**src/rtl/flash_seq_pkg.sv**
```systemverilog
// Shared types and LED patterns for the flash sequencer.
package flash_seq_pkg;

  localparam int unsigned LED_W  = 16;
  localparam int unsigned FCNT_W = 4;

  typedef enum logic [1:0] {
    IDLE = 2'd0,
    ON   = 2'd1,
    OFF  = 2'd2,
    DONE = 2'd3
  } state_t;

  localparam logic [LED_W-1:0] WIN_PAT    = 16'hFFFF;
  localparam logic [LED_W-1:0] LOSE_PAT_A = 16'hAAAA;
  localparam logic [LED_W-1:0] LOSE_PAT_B = 16'h5555;
  localparam logic [LED_W-1:0] IDLE_PAT   = 16'h0000;

  // Pattern shown during ON phase number `phase` (1-based).
  function automatic logic [LED_W-1:0] phase_pat(input logic win, input logic alt_en,
                                                 input logic [FCNT_W-1:0] phase);
    if (win) return WIN_PAT;
    if (alt_en && !phase[0]) return LOSE_PAT_B;
    return LOSE_PAT_A;
  endfunction

endpackage

```
**src/rtl/flash_sequencer_phase_timer.sv**
```systemverilog
// Loadable down-counter timing one ON or OFF phase; stops at zero.
module phase_timer #(
  parameter int unsigned CNT_W = 25
) (
  input  logic             clk,
  input  logic             rst,
  input  logic             load,
  input  logic             en,
  input  logic [CNT_W-1:0] load_val,
  output logic             expired
);

  logic [CNT_W-1:0] count;

  always_ff @(posedge clk or posedge rst) begin
    if (rst) begin
      count <= '0;
    end else if (load) begin
      count <= load_val;
    end else if (en && (count != '0)) begin
      count <= count - CNT_W'(1);
    end
  end

  assign expired = (count == '0);

endmodule

```
**src/rtl/flash_sequencer.sv**
```systemverilog
// Win/lose LED blink sequencer feeding the LED output mux.
// Optional: define FLASH_SEQ_LOSE_ALT_EN to alternate the lose pattern per ON phase.
module flash_sequencer
  import flash_seq_pkg::*;
#(
  parameter int unsigned HALF_PERIOD_CYC = 25_000_000,
  parameter int unsigned NUM_FLASHES     = 3,
  parameter int unsigned CNT_W           = 25
) (
  input  logic             clk,
  input  logic             rst,
  input  logic             start_win,
  input  logic             start_lose,
  input  logic             abort,
  output logic             flash,
  output logic [LED_W-1:0] l2,
  output logic             busy,
  output logic             done,
  output logic             result
);

`ifdef FLASH_SEQ_LOSE_ALT_EN
  localparam logic LOSE_ALT = 1'b1;
`else
  localparam logic LOSE_ALT = 1'b0;
`endif

  state_t            state, state_nxt;
  logic [FCNT_W-1:0] flash_cnt, flash_cnt_nxt;
  logic [LED_W-1:0]  l2_nxt;
  logic              flash_nxt, busy_nxt, done_nxt, result_nxt;
  logic              start_c, running_c, tmr_load_c, expired;

  assign start_c    = start_win | start_lose;
  assign running_c  = (state == ON) || (state == OFF);
  assign tmr_load_c = ((state == IDLE) && start_c) || (running_c && expired && !abort);

  phase_timer #(.CNT_W(CNT_W)) u_timer (
    .clk      (clk),
    .rst      (rst),
    .load     (tmr_load_c),
    .en       (running_c),
    .load_val (CNT_W'(HALF_PERIOD_CYC - 1)),
    .expired  (expired)
  );

  always_ff @(posedge clk or posedge rst) begin
    if (rst) state <= IDLE;
    else     state <= state_nxt;
  end

  // Abort takes priority over phase expiry while running.
  always_comb begin
    state_nxt = state;
    unique case (state)
      IDLE: if (start_c) state_nxt = ON;
      ON: begin
        if (abort)        state_nxt = IDLE;
        else if (expired) state_nxt = OFF;
      end
      OFF: begin
        if (abort)        state_nxt = IDLE;
        else if (expired) state_nxt = (flash_cnt == FCNT_W'(NUM_FLASHES)) ? DONE : ON;
      end
      DONE: state_nxt = IDLE;
      default: state_nxt = IDLE;
    endcase
  end

  // Next values of the registered outputs, decoded from the state being entered.
  always_comb begin
    flash_nxt     = 1'b0;
    busy_nxt      = 1'b0;
    done_nxt      = 1'b0;
    result_nxt    = result;
    l2_nxt        = l2;
    flash_cnt_nxt = flash_cnt;
    unique case (state_nxt)
      IDLE: l2_nxt = IDLE_PAT;
      ON: begin
        flash_nxt = 1'b1;
        busy_nxt  = 1'b1;
        if (state == IDLE) begin
          result_nxt    = start_win & ~start_lose;
          flash_cnt_nxt = FCNT_W'(1);
          l2_nxt        = phase_pat(result_nxt, LOSE_ALT, FCNT_W'(1));
        end else if (state == OFF) begin
          flash_cnt_nxt = flash_cnt + FCNT_W'(1);
          l2_nxt        = phase_pat(result, LOSE_ALT, flash_cnt_nxt);
        end
      end
      OFF:  busy_nxt = 1'b1;
      DONE: done_nxt = 1'b1;
      default: l2_nxt = IDLE_PAT;
    endcase
  end

  always_ff @(posedge clk or posedge rst) begin
    if (rst) begin
      flash     <= 1'b0;
      busy      <= 1'b0;
      done      <= 1'b0;
      result    <= 1'b0;
      l2        <= IDLE_PAT;
      flash_cnt <= '0;
    end else begin
      flash     <= flash_nxt;
      busy      <= busy_nxt;
      done      <= done_nxt;
      result    <= result_nxt;
      l2        <= l2_nxt;
      flash_cnt <= flash_cnt_nxt;
    end
  end

endmodule

```
**config.mk**
```make
export PLATFORM = sky130hd
export DESIGN_NAME = flash_sequencer
export DESIGN_NICKNAME = d
export VERILOG_FILES = /design/src/rtl/flash_seq_pkg.sv /design/src/rtl/flash_sequencer_phase_timer.sv /design/src/rtl/flash_sequencer.sv
export SDC_FILE = /design/constraint.sdc
export NUM_CORES = 1
export LEC_CHECK = 0
export BUFFER_PORTS_ARGS = -buffer_cell sky130_fd_sc_hd__buf_2
export CORE_MARGIN = 5
export CORE_UTILIZATION = 60
export CTS_BUF_LIST = sky130_fd_sc_hd__clkbuf_4 sky130_fd_sc_hd__clkbuf_8
export DETAILED_ROUTE_END_ITERATION = 7
export PLACE_DENSITY = 0.79
export SLEW_MARGIN = 20
export SYNTH_ARGS = -nofsm -noshare
export SYNTH_HDL_FRONTEND = slang
export SYNTH_SLANG_ARGS = --single-unit
```
**constraint.sdc**
```tcl
create_clock -name clk -period 5.6 [get_ports clk]
set_clock_uncertainty 0.15 [all_clocks]
set_input_delay 1.4 -clock clk [delete_from_list [all_inputs] [get_ports clk]]
set_output_delay 1.4 -clock clk [all_outputs]
set_load 0.1 [all_outputs]
```
==> metrics <==
Combinational Power Share between 40% and 50%; final hold violations 0; TritonCTS clock tree done; net switching power about 590 uW; Synth Area in Simple Gates roughly a quarter; CP delay by family, top simple AND/OR/NAND/NOR gates; worst-path cell chain inv_1, ha_1, nor3b_2, and4_1, nand2_1, o2bb2ai_1, nor3_1, ha_1, inv_1, a21oi_1, nor2_1, a31o_2, a21oi_1; WP buf/inv 2; synth-to-layout area growth 7.82%; sequential area share after synthesis between 40 and 50%; number of diodes 0; Seq pwr share ~28%; Net Count, Synth 245; Post-Syn Area between 0.002 and 0.0025 mm^2; asr flop ratio synth between 90% and 100%; H-tree depth 2; Synth Area in Adders under 10%; Max Freq approximately 0.28 GHz; Nets ~260; Starting Density between 60% and 70%; Arr. time, crit path ~3.6 ns; fin. max-slew vios 0; Filler Cells Inserted 306; Period minus WS final 3.54 ns; max_cap viols 0; area of the multi-input gates ~0.0011 mm^2; critical path peak fanout 8; Die H approximately 70 um; internal power roughly 580 uW; Detail Route Antenna Nets 0; Critical Path Sink Type flop; Via density slightly below 6; Clk Latency, worst-skew pair roughly 0.30 ns; status finished, final reports clean; WL final about 4500 um; Reg-to-Reg End l2[14]$_DFFE_PP0P_; DRC errors left 0; FF/Latch Area 926 um^2; Ys Warns 0; Detailed Route Iter0 Violations between 100 and 150; antenna violations before repair 0; Main synth FF type dfrtp_1; via count 1743; # Post-CTS Setup Buffers 0; RR Startpoint u_timer.count[0]$_DFFE_PP0P_; RSZ-0062 raised after global routing no; number of distinct library cells after synthesis between 50 and 60; Synth Area in XOR/XNOR 5.86%; mux share of post-synthesis cell area 2.12%; Die ar. 0.00506 mm^2; total negative setup slack 0 ns; GR Util All Layers around a fifth; pre-CTS setup slack roughly 2.1 ns; largest family of logic cells by synthesized area simple AND/OR/NAND/NOR gates; Setup violations, final 0; largest net degree at the start of global routing 38; Site Rows 22; Worst slew margin 44.0%; die extent in x 71.1 um; hold buffers post-CTS 0; Final Util 66.5%; first-pass GRT wire length around 7600 um; grt total ovfl 0; Hold Path Stages 2; Cells after Synth 233; crit start category flop; Port Buffer Count 24; clock power share 23.8%; vias in the first global route around 1700; root buf cell clkbuf_8; hpwl dp between 3000 and 4000 um; Ports 25; Compound-Gate Fraction of Synth Area 13.9%; Slew @ Worst Pin around 0.83 ns; hold_sp u_timer.count[22]$_DFFE_PP0P_; Clk pin slew, worst setup/hold paths roughly 0.080 ns; area share of the largest cell type after synthesis 41.3%; Clock Tree Buf Depth 2; Post-CTS Resized 0; crit path max-delay cell type and4_1; Core ar. around 0.0036 mm^2; top cell type by total area after synthesis dfrtp_1; sw frac 50.4%; EDFF count, synth 0; Pleak 0.972 nW; fin crit share 63.2%; number of synthesized register bits 37; critical path class flop to flop; Worst Hold Endpoint u_timer.count[22]$_DFFE_PP0P_; share of layout cells above drive strength 1 roughly a fifth; Synth area leaders dfrtp_1, buf_4, xor2_1; Slowest Stage Delay on Critical Path 0.46 ns; DRT Pass-1 Iters 4; Post-Syn Area per Cell 9.62 um^2; GP Congestion roughly 0.83; Worst EP required around 5.7 ns; CTS Buf Count 5; worst reg-to-reg setup slack 2.06 ns; Worst R2R Path Depth 13; wire per inst between 15 and 20 um; Clock Sinks 37; Power Dens Cells slightly below 500 mW/mm^2; Hold/Removal Path Class flop to flop; Max VDD drop ~0.00025 V; Worst Setup Slack, final between 2 and 2.5 ns
-- power groups by stage --
stage | Sequential, mW | Clock [mW] | Combinational (mW)
global placement | 0.328 | 0 | 0.559
floorplan | 0.427 | 0 | 0.417
finish | 0.324 | 0.278 | 0.564
CTS | 0.325 | 0.277 | 0.565
detailed placement | 0.330 | 0 | 0.564
global route | 0.330 | 0.290 | 0.596
-- cell usage after synthesis, types with 4 or more instances --
cell / number
xor2_1: 11
dfrtp_1: 37
a21oi_1: 7
nand4_1: 9
buf_4: 14
xnor2_1: 4
ha_1: 7
nor2_1: 17
and3_1: 5
nand2_1: 21
o41ai_1: 4
inv_1: 9
o211ai_1: 5
clkbuf_1: 4
nand3_1: 6
nor3_1: 8
nand3b_1: 5
o21ai_0: 10
-- placed cells by master, fill, tap and decap left out, types with 3 or more instances in the layout --
| cell | netlist | layout |
|---|---|---|
| o211ai_1 | 5 | 5 |
| a21oi_1 | 7 | 7 |
| nand3_1 | 6 | 6 |
| and3_1 | 5 | 5 |
| nor2_1 | 17 | 17 |
| dfrtp_1 | 37 | 37 |
| nand4_1 | 9 | 9 |
| buf_2 | 3 | 24 |
| xor2_1 | 11 | 11 |
| inv_1 | 9 | 9 |
| xnor2_1 | 4 | 4 |
| o2111ai_1 | 3 | 3 |
| nand3b_1 | 5 | 5 |
| o41ai_1 | 4 | 4 |
| ha_1 | 7 | 7 |
| nand2_1 | 21 | 21 |
| o21ai_0 | 10 | 10 |
| clkbuf_8 | 0 | 5 |
| nor3_1 | 8 | 8 |
-- metal layers --
| layer | GRT usage [%] | vias to the layer above | part of all wire (%) |
|---|---|---|---|
| li1 | - | 857 | - |
| met1 | 23.9 | 843 | 45 |
| met2 | 31.4 | 36 | 49 |
| met3 | 3.55 | 7 | 4.5 |
| met4 | 6.68 | 0 | 1.6 |
| met5 | 0 | - | 0 |
-- cell families (layout without fill, tap and decap cells) --
| logic type | after synthesis | count (layout) |
|---|---|---|
| AO/OA/AOI/OAI | 44 | 44 |
| adder cells (fa/ha/maj) | 7 | 7 |
| AND/OR/NAND/NOR | 95 | 95 |
| XOR/XNOR | 15 | 15 |
| buffers and inverters | 31 | 42 |
| flip-flops | 37 | 37 |
| multiplexers | 4 | 4 |
-- through the flow --
stage               cell area [um^2]  hold slack (ns)  std cells  total power, mW
floorplan                       2240            0.323        233            0.845
global placement                2280            0.356        284            0.888
detailed placement              2280            0.363        284            0.894
CTS                             2420            0.384        292             1.17
global route                    2420            0.421        292             1.22
finish                          2420            0.383        292             1.17
-- cell type report --
cell class | count | area share, %
inverters | 9 | 1.40
flip-flops and latches | 37 | 38.3
well taps | 48 | 2.49
multi-input cells | 165 | 47.0
repair buffers | 25 | 5.28
clock buffers | 5 | 2.85
clock inverters | 3 | 2.69
-- worst register-to-register path: stages (launching register included) --
cell       delay [ns]
dfrtp_1          0.40
inv_1            0.10
ha_1             0.18
nor3b_2          0.36
and4_1           0.47
nand2_1          0.22
o2bb2ai_1        0.17
nor3_1           0.31
ha_1             0.38
inv_1            0.13
a21oi_1          0.23
nor2_1           0.07
a31o_2           0.21
a21oi_1          0.11
-- flip-flops by register name, summed over array words and instances (netlist names) --
register       count
busy               1
done               1
flash              1
flash_cnt          4
l2                 2
result             1
state              2
u_timer.count     25
-- worst max-delay path by stage --
stage                     depth (start not counted)                 end  slack (ns)                    startpoint
after floorplan                                   9  l2[14]$_DFFE_PP0P_        2.56                    start_lose
after global placement                           13  l2[14]$_DFFE_PP0P_        2.13  u_timer.count[0]$_DFFE_PP0P_
after detailed placement                         13  l2[14]$_DFFE_PP0P_        2.11  u_timer.count[0]$_DFFE_PP0P_
after CTS                                        13  l2[14]$_DFFE_PP0P_        2.08  u_timer.count[0]$_DFFE_PP0P_
after global routing                             13  l2[14]$_DFFE_PP0P_        1.73  u_timer.count[0]$_DFFE_PP0P_
final                                            13  l2[14]$_DFFE_PP0P_        2.06  u_timer.count[0]$_DFFE_PP0P_
Power figures use the tool's default switching activity.
